--- src/rtl/controlador_pilha_if.sv ---
// Request/response and memory-side signal bundle for the stack controller.
// The slave modport is the controller; the master modport is the requester plus the memory wrapper.
interface controlador_pilha_if #(
    parameter int unsigned Largura_da_pilha = 16,
    parameter int unsigned Tamanho_endereco = 6
);
    logic                        push;
    logic                        pop;
    logic [Largura_da_pilha-1:0] dado_in;
    logic [Largura_da_pilha-1:0] dado_out;
    logic                        dado_valido;
    logic                        pronto;
    logic                        cheia;
    logic                        vazia;
    logic                        erro;
    logic [Tamanho_endereco:0]   sp;
    logic [Tamanho_endereco-1:0] mem_endereco;
    logic                        mem_io;
    logic [Largura_da_pilha-1:0] mem_data_w;
    logic                        mem_data_oe;
    logic [Largura_da_pilha-1:0] mem_data_r;

    modport slave (
        input  push, pop, dado_in, mem_data_r,
        output dado_out, dado_valido, pronto, cheia, vazia, erro, sp,
               mem_endereco, mem_io, mem_data_w, mem_data_oe
    );

    modport master (
        output push, pop, dado_in, mem_data_r,
        input  dado_out, dado_valido, pronto, cheia, vazia, erro, sp,
               mem_endereco, mem_io, mem_data_w, mem_data_oe
    );
endinterface

--- src/rtl/controlador_pilha.sv ---
// Push/pop sequencer for the Pilha stack memory: owns the stack pointer,
// issues one write cycle per push and a read + wait cycle per pop.
module controlador_pilha #(
    parameter int unsigned Largura_da_pilha = 16,
    parameter int unsigned Tamanho_da_pilha = 64,
    parameter int unsigned Tamanho_endereco = 6
) (
    input  logic               clk,
    input  logic               rst,
    controlador_pilha_if.slave bus
);
    localparam int unsigned W   = Largura_da_pilha;
    localparam int unsigned A   = Tamanho_endereco;
    localparam int unsigned SPW = Tamanho_endereco + 1;

    typedef enum logic [1:0] {
        OCIOSO  = 2'd0,
        ESCRITA = 2'd1,
        LEITURA = 2'd2,
        ESPERA  = 2'd3
    } estado_t;

    estado_t        estado_q, estado_d;
    logic [SPW-1:0] sp_q, sp_d;
    logic [W-1:0]   dado_out_q, dado_out_d;
    logic [W-1:0]   mem_data_w_q, mem_data_w_d;
    logic [A-1:0]   mem_endereco_q, mem_endereco_d;
    logic           dado_valido_q, dado_valido_d;
    logic           erro_q, erro_d;

    logic           pronto_c, cheia_c, vazia_c, mem_io_c, mem_data_oe_c;

    // State register
    always_ff @(posedge clk or posedge rst) begin
        if (rst) begin
            estado_q       <= OCIOSO;
            sp_q           <= '0;
            dado_out_q     <= '0;
            mem_data_w_q   <= '0;
            mem_endereco_q <= '0;
            dado_valido_q  <= 1'b0;
            erro_q         <= 1'b0;
        end else begin
            estado_q       <= estado_d;
            sp_q           <= sp_d;
            dado_out_q     <= dado_out_d;
            mem_data_w_q   <= mem_data_w_d;
            mem_endereco_q <= mem_endereco_d;
            dado_valido_q  <= dado_valido_d;
            erro_q         <= erro_d;
        end
    end

    // Next-state and datapath updates
    always_comb begin
        estado_d       = estado_q;
        sp_d           = sp_q;
        dado_out_d     = dado_out_q;
        mem_data_w_d   = mem_data_w_q;
        mem_endereco_d = mem_endereco_q;
        dado_valido_d  = 1'b0;
        erro_d         = 1'b0;

        case (estado_q)
            OCIOSO: begin
                // Simultaneous push+pop, push on full and pop on empty are all rejected
                if (bus.push && bus.pop) begin
                    erro_d = 1'b1;
                end else if (bus.push) begin
                    if (cheia_c) begin
                        erro_d = 1'b1;
                    end else begin
                        estado_d       = ESCRITA;
                        mem_data_w_d   = bus.dado_in;
                        mem_endereco_d = sp_q[A-1:0];
                    end
                end else if (bus.pop) begin
                    if (vazia_c) begin
                        erro_d = 1'b1;
                    end else begin
                        estado_d       = LEITURA;
                        mem_endereco_d = A'(sp_q - SPW'(1));
                    end
                end
            end
            ESCRITA: begin
                sp_d     = sp_q + SPW'(1);
                estado_d = OCIOSO;
            end
            LEITURA: begin
                estado_d = ESPERA;
            end
            ESPERA: begin
                dado_out_d    = bus.mem_data_r;
                dado_valido_d = 1'b1;
                sp_d          = sp_q - SPW'(1);
                estado_d      = OCIOSO;
            end
            default: begin
                estado_d = OCIOSO;
            end
        endcase
    end

    // Outputs decoded straight from the registers, so reset clears them without a clock
    always_comb begin
        pronto_c      = 1'b0;
        mem_io_c      = 1'b0;
        mem_data_oe_c = 1'b0;
        cheia_c       = (sp_q == SPW'(Tamanho_da_pilha));
        vazia_c       = (sp_q == '0);

        case (estado_q)
            OCIOSO:  pronto_c = 1'b1;
            ESCRITA: begin
                mem_io_c      = 1'b1;
                mem_data_oe_c = 1'b1;
            end
            default: ;
        endcase
    end

    assign bus.pronto       = pronto_c;
    assign bus.cheia        = cheia_c;
    assign bus.vazia        = vazia_c;
    assign bus.mem_io       = mem_io_c;
    assign bus.mem_data_oe  = mem_data_oe_c;
    assign bus.sp           = sp_q;
    assign bus.dado_out     = dado_out_q;
    assign bus.dado_valido  = dado_valido_q;
    assign bus.erro         = erro_q;
    assign bus.mem_endereco = mem_endereco_q;
    assign bus.mem_data_w   = mem_data_w_q;
endmodule

--- src/flat_wrapper.sv ---
// flat-port wrapper written by rule: the top's interface ports become plain ports
module controlador_pilha_flat 
#(
    parameter int unsigned Largura_da_pilha = 16,
    parameter int unsigned Tamanho_da_pilha = 64,
    parameter int unsigned Tamanho_endereco = 6
)
  (clk, rst, bus_push, bus_pop, bus_dado_in, bus_mem_data_r, bus_dado_out, bus_dado_valido, bus_pronto, bus_cheia, bus_vazia, bus_erro, bus_sp, bus_mem_endereco, bus_mem_io, bus_mem_data_w, bus_mem_data_oe);
  controlador_pilha_if #(.Largura_da_pilha(Largura_da_pilha), .Tamanho_endereco(Tamanho_endereco)) bus_i ();
  input  logic clk;
  input  logic rst;
  input wire logic [$bits(bus_i.push)-1:0] bus_push;
  input wire logic [$bits(bus_i.pop)-1:0] bus_pop;
  input wire logic [$bits(bus_i.dado_in)-1:0] bus_dado_in;
  input wire logic [$bits(bus_i.mem_data_r)-1:0] bus_mem_data_r;
  output wire logic [$bits(bus_i.dado_out)-1:0] bus_dado_out;
  output wire logic [$bits(bus_i.dado_valido)-1:0] bus_dado_valido;
  output wire logic [$bits(bus_i.pronto)-1:0] bus_pronto;
  output wire logic [$bits(bus_i.cheia)-1:0] bus_cheia;
  output wire logic [$bits(bus_i.vazia)-1:0] bus_vazia;
  output wire logic [$bits(bus_i.erro)-1:0] bus_erro;
  output wire logic [$bits(bus_i.sp)-1:0] bus_sp;
  output wire logic [$bits(bus_i.mem_endereco)-1:0] bus_mem_endereco;
  output wire logic [$bits(bus_i.mem_io)-1:0] bus_mem_io;
  output wire logic [$bits(bus_i.mem_data_w)-1:0] bus_mem_data_w;
  output wire logic [$bits(bus_i.mem_data_oe)-1:0] bus_mem_data_oe;
  assign bus_i.push = bus_push;
  assign bus_i.pop = bus_pop;
  assign bus_i.dado_in = bus_dado_in;
  assign bus_i.mem_data_r = bus_mem_data_r;
  assign bus_dado_out = bus_i.dado_out;
  assign bus_dado_valido = bus_i.dado_valido;
  assign bus_pronto = bus_i.pronto;
  assign bus_cheia = bus_i.cheia;
  assign bus_vazia = bus_i.vazia;
  assign bus_erro = bus_i.erro;
  assign bus_sp = bus_i.sp;
  assign bus_mem_endereco = bus_i.mem_endereco;
  assign bus_mem_io = bus_i.mem_io;
  assign bus_mem_data_w = bus_i.mem_data_w;
  assign bus_mem_data_oe = bus_i.mem_data_oe;
  controlador_pilha #(.Largura_da_pilha(Largura_da_pilha), .Tamanho_da_pilha(Tamanho_da_pilha), .Tamanho_endereco(Tamanho_endereco)) u_core (.clk(clk), .rst(rst), .bus(bus_i));
endmodule
--- config.mk ---
export PLATFORM = sky130hd
export DESIGN_NAME = controlador_pilha_flat
export DESIGN_NICKNAME = d
export VERILOG_FILES = /design/src/rtl/controlador_pilha_if.sv /design/src/rtl/controlador_pilha.sv /design/src/flat_wrapper.sv
export SDC_FILE = /design/constraint.sdc
export NUM_CORES = 1
export LEC_CHECK = 0
export CELL_PAD_IN_SITES_DETAIL_PLACEMENT = 1
export CELL_PAD_IN_SITES_GLOBAL_PLACEMENT = 1
export CORE_MARGIN = 3
export CORE_UTILIZATION = 36
export DETAILED_ROUTE_END_ITERATION = 8
export GPL_ROUTABILITY_DRIVEN = 1
export PLACE_DENSITY_LB_ADDON = 0.1
export SKIP_LAST_GASP = 1
export SYNTH_ARGS = -nofsm -noshare
export SYNTH_HDL_FRONTEND = slang
export SYNTH_SLANG_ARGS = --single-unit
--- constraint.sdc ---
create_clock -name clk -period 4.4 [get_ports clk]
set_input_delay 0.88 -clock clk [delete_from_list [all_inputs] [get_ports clk]]
set_output_delay 0.88 -clock clk [all_outputs]
set_load 0.01 [all_outputs]
**Word-level counts from Yosys, hierarchy flattened**

Cells that the tools add are included.

- Flip-flop bits (word level): 49
- Input bits: 36
- Word-level logic and storage cells: 50

- $add $sub $neg: 2
- Eq/ne operators: 10
- Muxes and demuxes: 20
- Bitwise logic cells: 2
- Reductions and logical operators: 9

Operator list:

| kind | count |
|---|---|
| 2-to-1 mux 6 bit | 4 |
| one-hot mux 7 bit (2 select lines) | 1 |
| 2-to-1 mux 2 bit | 5 |
| 2-to-1 mux 1 bit | 9 |
| inequality test 3 bit (second input constant) | 3 |
| AND reduction 4 bit | 2 |
| adder 7 x 1 -> 7 bit (second input constant) | 1 |
| equality test 7 bit (second input constant) | 1 |
| zero test 7 bit | 1 |
| subtractor 7 x 1 -> 7 bit (second input constant) | 1 |
| inequality test 2 bit (second input constant) | 3 |
| one-hot mux 2 bit (3 select lines) | 1 |
| AND reduction 5 bit | 1 |
| equality test 2 bit (second input constant) | 2 |
| nonzero test 2 bit | 2 |
| equality test 2 x 1 -> 1 bit (second input constant) | 1 |
| zero test 2 bit | 1 |
| NOT 1 bit | 2 |
| OR reduction 2 bit | 1 |
| logical AND 1 bit | 1 |

**Logic depth before layout (Yosys ltp)**

- Word-level depth: 6
- Gate-level depth with buffers: 8
- Gate-level depth less buffers: 6

**Least setup slack after synthesis**

Ideal clock, no wire load.

- Path type: flip-flop to output port
- From: register u_core.sp_q[0] (netlist: u_core.bus.sp[0])
- To: output bus_vazia
- Data arrival time: 1.603 ns
- Data required time: 3.520 ns
- Path slack: 1.917 ns
- Cell stages (with the launch flop): 6
- Cell sequence: dfrtp_1 > clkbuf_1 > inv_1 > ha_1 > or4b_4 > nor3_1

- Longest elaborated chain between the ends: 1

Ends and longest elaborated chain:

| item | RTL line | source |
|---|---|---|
| from (decl) | controlador_pilha.sv:24 | `logic [SPW-1:0] sp_q, sp_d;` |
| from (signal assigned) | controlador_pilha.sv:45 | `sp_q <= sp_d;` |
| zero test 7 bit | controlador_pilha.sv:111 | `vazia_c = (sp_q == '0);` |
| to (decl) | flat_wrapper.sv:20 | `output wire logic [$bits(bus_i.vazia)-1:0] bus_vazia;` |

No other way between the ends.

**Final worst setup path**

- From: register u_core.sp_q[0] (netlist: u_core.bus.sp[0])
- To: output bus_cheia

- Longest elaborated chain between the ends: 1

Ends and longest elaborated chain:

| item | RTL line | source |
|---|---|---|
| equality test 7 bit | controlador_pilha.sv:110 | `cheia_c = (sp_q == SPW'(Tamanho_da_pilha));` |
| to (decl) | flat_wrapper.sv:19 | `output wire logic [$bits(bus_i.cheia)-1:0] bus_cheia;` |

No other way between the ends.

==> results_dict.tcl <==
set metrics [dict create \
    finalCritPeriodShare 0.759 \
    ys.flop_type "dfrtp_1" \
    ys_warn_count 0 \
    total_power_w 0.00229 \
    clock_sinks 49 \
    antenna_cells 0 \
    p_leak_nw 1.35 \
    clock_skew_ns 0.00696 \
    switchingPower_w 0.000790 \
    rsz0062_at_grt "no" \
    grt_max_degree 50 \
    p_int_w 0.00150 \
    drv_slew 0 \
    crit_path_end_kind "primary output" \
    drive_gt1_frac 0.180 \
    dieArea_um2 7140 \
    max_freq_mhz 300 \
    arrival_ns 2.46 \
    clkPwrFrac 0.116 \
    num_vias 1610 \
    cts.htree.levels 2 \
    grt_pass1_wl_um 9400 \
    grt_util_all_layers 0.164 \
    post-cts-setup-buffer-count 0 \
    combPwrFrac 0.497 \
    routedWlPerCell_um 17.0 \
    maxCapViolations 0 \
    slew_headroom 0.325 \
    place_congestion 0.768 \
    cp-start-kind "flip-flop" \
    swShare 0.345 \
    synthCells 169 \
    setup_viol 0 \
    finalHoldViolCount 0 \
    power_frac_seq 0.387 \
    synth_top_area_frac 0.552 \
    viasPerCell 4.91 \
    clock_path_buffers 2 \
    syn_nets 210 \
    firstDrtPassIters 4 \
    worst_slew_pin_slew_ns 1.01 \
    antenna_left 0 \
    layout_commonest_cell "clkdlybuf4s50_1" \
    worstSkewPairLatency_ns 0.30 \
    cts_buffers 5 \
    worstPathRequired_ns 3.52 \
    yosysTopAreaCell "dfrtp_1" \
    cts.clk_slew.worst_paths_ns 0.09 \
    grt_overflow 0 \
    hold_path_class "reg2reg" \
    nNetsFinal 296 \
    grt_pass1_vias 1778 \
    cts-root-buf "clkbuf_8" \
    outcome "complete, no violations" \
    core_um2 5740 \
    p_per_area_nw_per_um2 710 \
    synthArstFlopShare 1.00 \
    ys_seq_area_frac 0.552 \
    yosys-top-cells-area "dfrtp_1 (55%), mux2_2 (12%), mux2_4 (6.8%), xnor2_1 (3.6%), ha_1 (2.8%)" \
    cts_tree "done" \
    drtIter0Drc 38 \
    fill_cells 603 \
    die_h_um 84.5 \
    synth_edf_count 0 \
    setup_tns_ns 0 \
    synth_cell_type_count 32 \
    row_count 27 \
    critPathMaxFanout 9 \
    ctsResizeCount 0 \
    io-pin-count 88 \
    portBuffers 87 \
    setup.worst_path.class "reg2out" \
    antenna_found_initial 0 \
    area_growth_syn_to_layout_pct 45.3 \
    drc 0 \
    final.min_clock_period_ns 3.34 \
    synth_area_per_cell_um2 13.1 \
    start_util 0.386 \
    synth_seq_cells 49 \
    final_cell_mix "clkdlybuf4s50_1 (87), dfrtp_1 (49), mux2_2 (23)" \
    chipWidth_um 84.5 \
    syn_area_um2 2220 \
    routed_wl_um 5580 \
    cts-hold-fix-buffers 0 \
    irDropWorstVdd_v 0.000299 \
    hpwl_um 4170 \
]
[layer usage]
layer	vias to the layer above	track usage	share of wire
met1	805	0.212	0.44
met2	49	0.281	0.50
met5	-	0	0
met4	0	0.0432	0.0082
li1	751	-	-
met3	5	0.0334	0.047
[worst max-delay path: stages (launching register included)]
cell and delay (ns):
dfrtp_1 0.50, inv_1 0.13, ha_1 0.14, or4b_4 0.50, nor3b_4 0.30, clkdlybuf4s50_1 0.60
[path summary, 6_finish.rpt]
| kind | from | end | slack [ns] | cells past startpoint |
|---|---|---|---|---|
| worst max-delay path | u_core.bus.sp[0] | bus_cheia | 1.06 | 5 |
| max in group asynchronous | rst | u_core.bus.mem_data_w[12] | 2.63 | 2 |
| worst max register to register | u_core.bus.sp[0] | u_core.bus.mem_data_w[8] | 2.09 | 7 |
| worst min-delay path | u_core.bus.mem_endereco[3] | u_core.bus.mem_endereco[3] | 0.49 | 2 |
| min in group asynchronous | rst | u_core.bus.dado_out[4] | 1.16 | 2 |
| worst min register to register | u_core.bus.mem_endereco[3] | u_core.bus.mem_endereco[3] | 0.49 | 2 |
[metrics by stage]
stage	setup WS [ns]	cells	util	cell area (µm²)	hold WS, ns
after detailed placement	1.26	320	0.546	3140	0.475
final	1.06	328	0.562	3230	0.493
after CTS	1.03	328	0.562	3230	0.496
after global routing	0.935	328	0.562	3230	0.540
after global placement	1.34	320	0.546	3140	0.466
after floorplan	1.92	169	-	2220	0.513
[layout make-up]
type                    count  area [µm²]  area share
well taps                  72        90.1      0.0279
inverters                   7        26.3     0.00815
flip-flops and latches     49        1230       0.380
multi-input cells         103         910       0.282
repair buffers             89         886       0.275
clock inverters             2        15.0     0.00465
clock buffers               6        72.6      0.0225
[sequential cells by signal (all words and copies together), names as in the netlist]
signal and flops:
u_core.bus.dado_out 16, u_core.bus.dado_valido 1, u_core.bus.erro 1, u_core.bus.mem_data_w 16, u_core.bus.mem_endereco 6, u_core.bus.sp 7
u_core.estado_q 2
[cells in the mapped netlist, types with 4 or more instances]
master and count:
xnor2_1 9, dfrtp_1 49, ha_1 5, inv_1 7, mux2_2 23, xor2_1 4, o21ai_0 7, clkbuf_1 6
nand2_1 9, nor2_1 6, mux2_4 10, a21oi_1 5
[logic make-up after synthesis]
kind of cell    share of synthesized area
xor+xnor                           0.0513
flops                               0.552
mux                                 0.184
compound gates                     0.0462
fa+ha+maj                          0.0282
buf+inv                            0.0378
simple gates                       0.0998
[power groups by stage]
stage | registers (W) | logic (W) | clock network (W)
floorplan | 0.000916 | 0.000524 | 0
global placement | 0.000883 | 0.00112 | 0
detailed placement | 0.000896 | 0.00116 | 0
CTS | 0.000890 | 0.00116 | 0.000277
global route | 0.000928 | 0.00123 | 0.000298
finish | 0.000886 | 0.00114 | 0.000266
(Power assumes the default switching activity.)
==> variant 1: new RTL, config.mk and constraints unchanged <==
`Tamanho_endereco` is set to 6 in 3 places; all go to 8.
--- a/src/rtl/controlador_pilha_if.sv
+++ b/src/rtl/controlador_pilha_if.sv
@@ -2,7 +2,7 @@
 // The slave modport is the controller; the master modport is the requester plus the memory wrapper.
 interface controlador_pilha_if #(
     parameter int unsigned Largura_da_pilha = 16,
-    parameter int unsigned Tamanho_endereco = 6
+    parameter int unsigned Tamanho_endereco = 8
 );
     logic                        push;
     logic                        pop;
--- a/src/rtl/controlador_pilha.sv
+++ b/src/rtl/controlador_pilha.sv
@@ -3,7 +3,7 @@
 module controlador_pilha #(
     parameter int unsigned Largura_da_pilha = 16,
     parameter int unsigned Tamanho_da_pilha = 64,
-    parameter int unsigned Tamanho_endereco = 6
+    parameter int unsigned Tamanho_endereco = 8
 ) (
     input  logic               clk,
     input  logic               rst,
--- a/src/flat_wrapper.sv
+++ b/src/flat_wrapper.sv
@@ -3,7 +3,7 @@
 #(
     parameter int unsigned Largura_da_pilha = 16,
     parameter int unsigned Tamanho_da_pilha = 64,
-    parameter int unsigned Tamanho_endereco = 6
+    parameter int unsigned Tamanho_endereco = 8
 )
   (clk, rst, bus_push, bus_pop, bus_dado_in, bus_mem_data_r, bus_dado_out, bus_dado_valido, bus_pronto, bus_cheia, bus_vazia, bus_erro, bus_sp, bus_mem_endereco, bus_mem_io, bus_mem_data_w, bus_mem_data_oe);
   controlador_pilha_if #(.Largura_da_pilha(Largura_da_pilha), .Tamanho_endereco(Tamanho_endereco)) bus_i ();
Ports: changed (resized bus_mem_endereco and bus_sp); port bits go from 88 to 92. No check against the original RTL was run, so the function may have changed too.
==> variant 1 against the original RTL <==
- core utilization down 2.4 points
- clock skew about the same
- wire length is 6.4% higher
- via count grew 7.1%
- sequential cell count is 4 higher
- final cell count is 7.6% higher
- setup slack improved by 0.16 ns
- power up 9.0%
- critical endpoint is now bus_vazia
- global-route usage down 0.87 points
- cell area rose by 8.3%
- critical path depth is 1 higher
- count of clock-buffer cells in the layout shrank 1
- synthesized area rose by 11%
==> variant 1: results (changes against the original RTL) <==
status complete, no violations (unchanged); Pre-antenna DRT Iters 2 (was 4); Hold WS 0.497 ns (was 0.493 ns); mux contribution to synthesized area 18.7% (was 18.4%); Peak supply drop 0.000342 V (was 0.000299 V); Top delay family on crit path buffers and inverters (was simple AND/OR/NAND/NOR gates); sequential logic power 0.966 mW (was 0.886 mW); Place WS 1.57 ns (was 1.26 ns); hold path startpoint u_core.bus.mem_data_w[14]$_DFFE_PP0P_ (was u_core.bus.mem_endereco[3]$_DFFE_PP0P_); CP endpoint bus_vazia (was bus_cheia); gr usage total 15.6% (was 16.4%); vias per cell 4.88 (was 4.91); Distinct cells, synth 38 (was 32); sequential area share after synthesis 53.8% (was 55.2%); final non-filler cell total 353 (was 328); global-route wire length before repair 9.50 mm (was 9.40 mm); PortBufs 91 (was 87); Clock Skew 0.00674 ns (was 0.00696 ns); CP arrival 2.29 ns (was 2.46 ns); post-synthesis adder-cell area fraction 2.54% (was 2.82%); Psw 0.857 mW (was 0.790 mW); worst reg2reg path startpoint u_core.estado_q[0]$_DFFE_PP0P_ (was u_core.bus.sp[0]$_DFFE_PP0P_); hold path cells 1 (was 2); end of the worst hold path u_core.bus.mem_data_w[14]$_DFFE_PP0P_ (was u_core.bus.mem_endereco[3]$_DFFE_PP0P_); vias in the first global route 1,851 (was 1,778); XOR/XNOR share of the synthesized area 5.69% (was 5.13%); Synth Area in Compound Gates 4.11% (was 4.62%); final-stage net count 317 (was 296); Crit Reg-Reg Endpoint u_core.bus.sp[8]$_DFFE_PP0P_ (was u_core.bus.mem_data_w[8]$_DFFE_PP0P_); Post-Route WL 5.94 mm (was 5.58 mm); Post-DP Area 3390 um2 (was 3140 um2); R2R setup slack 2.25 ns (was 2.09 ns); Area contributors post-synth dfrtp_1 (54%), mux2_2 (17%), xnor2_1 (3.6%), ha_1 (2.5%), xor2_1 (2.1%) (was dfrtp_1 (55%), mux2_2 (12%), mux2_4 (6.8%), xnor2_1 (3.6%), ha_1 (2.8%)); Worst Reg-to-Reg Cells 4 (was 7); Largest stage delay, worst path 0.58 ns (was 0.60 ns); syn_nets 232 (was 210); CP max FO 10 (was 9); FMAX 315 MHz (was 300 MHz); hpwl dp 4.41 mm (was 4.17 mm)
variant 1: cell types whose count changed after synthesis, moves of 3 or more:
cell      unedited run  this run
buf_2                1         7
clkbuf_1             6         2
dfrtp_1             49        53
mux2_1               0         3
mux2_2              23        38
mux2_4              10         0
nand3_1              1         5
nand4_1              0         3
nor2_1               6        10
o21ai_0              7         4
variant 1: layout make-up:
| class | instances | area, um2 |
|---|---|---|
| fillers | 666 | 3000 |
| flip-flops and latches | 53 | 1330 |
| multi-input cells | 118 | 1030 |
| repair buffers | 91 | 911 |
| well taps | 77 | 96.3 |
| clock buffers | 5 | 68.8 |
| clock inverters | 2 | 35.0 |
| inverters | 7 | 26.3 |
variant 1: per-layer routing:
| layer | track usage, % | wire [um] | vias up |
|---|---|---|---|
| met5 | 0 | 0 | - |
| met4 | 3.71 | 59 | 0 |
| met3 | 3.45 | 297 | 5 |
| met2 | 27.2 | 3080 | 45 |
| met1 | 19.5 | 2500 | 855 |
| li1 | - | - | 819 |
==> variant 2: new RTL, same settings <==
Made on the original files. Re-encode `estado_t` (4 values) as one-hot, 4 bits wide.
--- a/src/rtl/controlador_pilha.sv
+++ b/src/rtl/controlador_pilha.sv
@@ -13,11 +13,11 @@
     localparam int unsigned A   = Tamanho_endereco;
     localparam int unsigned SPW = Tamanho_endereco + 1;
 
-    typedef enum logic [1:0] {
-        OCIOSO  = 2'd0,
-        ESCRITA = 2'd1,
-        LEITURA = 2'd2,
-        ESPERA  = 2'd3
+    typedef enum logic [3:0] {
+        OCIOSO  = 4'b0001,
+        ESCRITA = 4'b0010,
+        LEITURA = 4'b0100,
+        ESPERA  = 4'b1000
     } estado_t;
 
     estado_t        estado_q, estado_d;
Behaviour: same outputs for any inputs over 10 cycles, from zero or initial values and one cycle with rst high; not proved beyond that.
==> variant 2 against the original RTL <==
- final cell count is 1.8% lower
- register-to-register slack got worse by 0.11 ns
- critical path depth fell by 2
- setup slack better by 0.12 ns
- sequential cell count increased by 2
- synthesized area decreased by 1.1%
- core utilization up 0.73 points
- fmax up 3.7%
- largest cell class unchanged
- via count down 2.0%
- cell area rose by 0.70%
- power decreased by 6.7%
- wire length shrank 6.8%
==> variant 2: results (changes against the original RTL) <==
status complete, no violations (unchanged); Peak supply drop 0.000295 V (was 0.000299 V); post-route DRC violation count 0 (unchanged); hpwl dp 3.71 mm (was 4.17 mm); Most used DFF post-synth dfrtp_1 (unchanged); Worst-path clk slew 0.09 ns (about the same); wire per inst 16.2 um (was 17.0 um); Pre-antenna DRT Iters 3 (was 4); final setup TNS 0 ns (unchanged); final-stage net count 288 (was 296); vias in the first global route 1,738 (was 1,778); Clock Latency Late Sink 0.31 ns; CTS Buf Count 5 (unchanged); Distinct cells, synth 37 (was 32); Commonest cells post-synth dfrtp_1 (50), mux2_2 (32), nand2_1 (9) (was dfrtp_1 (49), mux2_2 (23), mux2_4 (10)); Clk Tree Root Cell clkbuf_8 (unchanged); crit path max-delay cell type or4_4 (was clkdlybuf4s50_1); largest net degree at the start of global routing 52 (was 50); Yosys Warn Count 0 (unchanged); CTS H-Tree Depth 2 (unchanged); Placeable Area 5710 um2 (was 5740 um2); met2 usage 24.3% (was 28.1%); PortBufs 87 (unchanged); Initial DRC Count 25 (was 38); CP arrival 2.34 ns (was 2.46 ns); Worst slew margin 29.8% (was 32.5%); CTS Buffer Depth 2 (unchanged); GPL Wtd Cong 0.702 (was 0.768); leakage power 1.43 nW (was 1.35 nW); CP max FO 10 (was 9); sequential area share after synthesis 58.2% (was 55.2%); Largest stage delay, worst path 0.61 ns; post-cts resize count 0 (unchanged); DR vias 1,577 (was 1,610); Switching Share 32.9% (was 34.5%); Clock Skew 0.00711 ns (was 0.00696 ns); Post-synth ARST share 100% (unchanged); Top delay family on crit path simple AND/OR/NAND/NOR gates (unchanged); postcts setup bufs 0 (unchanged); global-route wire length before repair 8.43 mm (was 9.40 mm); Worst Hold Class reg2reg (unchanged); hold path cells 1 (was 2); Worst Reg-to-Reg Cells 4 (was 7); Area contributors post-synth dfrtp_1 (57%), mux2_2 (16%), mux2_1 (3.1%), xor2_1 (2.4%), ha_1 (1.7%) (was dfrtp_1 (55%), mux2_2 (12%), mux2_4 (6.8%), xnor2_1 (3.6%), ha_1 (2.8%)); syn_nets 200 (was 210); layout cells sized above 1 20.8% (was 18.0%); met3 usage 6.32% (was 3.34%); Ant. Diodes 0 (unchanged); initial antenna violation count 0 (unchanged); global routing usage on met1 18.0% (was 21.2%); gr usage total 15.0% (was 16.4%)
[variant 2: changes by cell type in the layout (fill, tap and decap cells not counted), sizes merged, moves of 3 or more]
cell	before	now
mux2	33	38
xnor2	9	4
a21oi	5	2
nor4b	1	4
o21ai	7	4
[variant 2: path summary, 6_finish.rpt]
path                                                   startpoint                                      to  slack (ns)
setup reg to reg                     u_core.bus.sp[2]$_DFFE_PP0P_  u_core.bus.mem_endereco[4]$_DFFE_PP0P_        1.98
min in group asynchronous                                     rst     u_core.bus.dado_out[10]$_DFFE_PP0P_        1.13
max in group asynchronous                                     rst            u_core.bus.sp[5]$_DFFE_PP0P_        2.61
hold / removal             u_core.bus.mem_endereco[0]$_DFFE_PP0P_  u_core.bus.mem_endereco[0]$_DFFE_PP0P_        0.50
hold reg to reg            u_core.bus.mem_endereco[0]$_DFFE_PP0P_  u_core.bus.mem_endereco[0]$_DFFE_PP0P_        0.50
setup / recovery                     u_core.bus.sp[2]$_DFFE_PP0P_                               bus_vazia        1.18
[variant 2: area by class of cell]
class / count / area (um2)
sequential: 51 / 1280
clock buffer: 5 / 68.8
inverter: 5 / 18.8
fill: 578 / 2460
tap: 72 / 90.1
clock inverter: 3 / 43.8
multi-input combinational: 98 / 871
timing repair buffer: 88 / 878
[variant 2: power by group through the flow]
stage / registers (mW) / logic (mW) / clock network (mW)
finish: 0.812 / 0.997 / 0.328
global route: 0.843 / 1.08 / 0.359
CTS: 0.816 / 1.02 / 0.339
detailed placement: 0.825 / 1.01 / 0
global placement: 0.812 / 0.997 / 0
floorplan: 0.874 / 0.417 / 0
[variant 2: through the flow]
stage          power, mW  std cells  setup WS (ns)  instance area, um2
2_1_floorplan       1.29        161           1.92                2200
3_3_place_gp        1.81        314           1.54                3140
3_5_place_dp        1.83        314           1.53                3140
4_1_cts             2.17        322           1.17                3250
5_1_grt             2.28        322           1.09                3250
6_report            2.14        322           1.18                3250
[variant 2: per-layer routing]
metal,share of wire (%),vias to the layer above
li1,-,733
met4,1.4,0
met3,8.7,5
met2,47,60
met5,0,-
met1,43,779
[variant 2: cell families after synthesis]
logic type	share of synthesized area, %
flops	58.2
mux	19.5
simple gates	8.60
compound gates	5.30
buf+inv	2.73
xor+xnor	3.99
fa+ha+maj	1.71
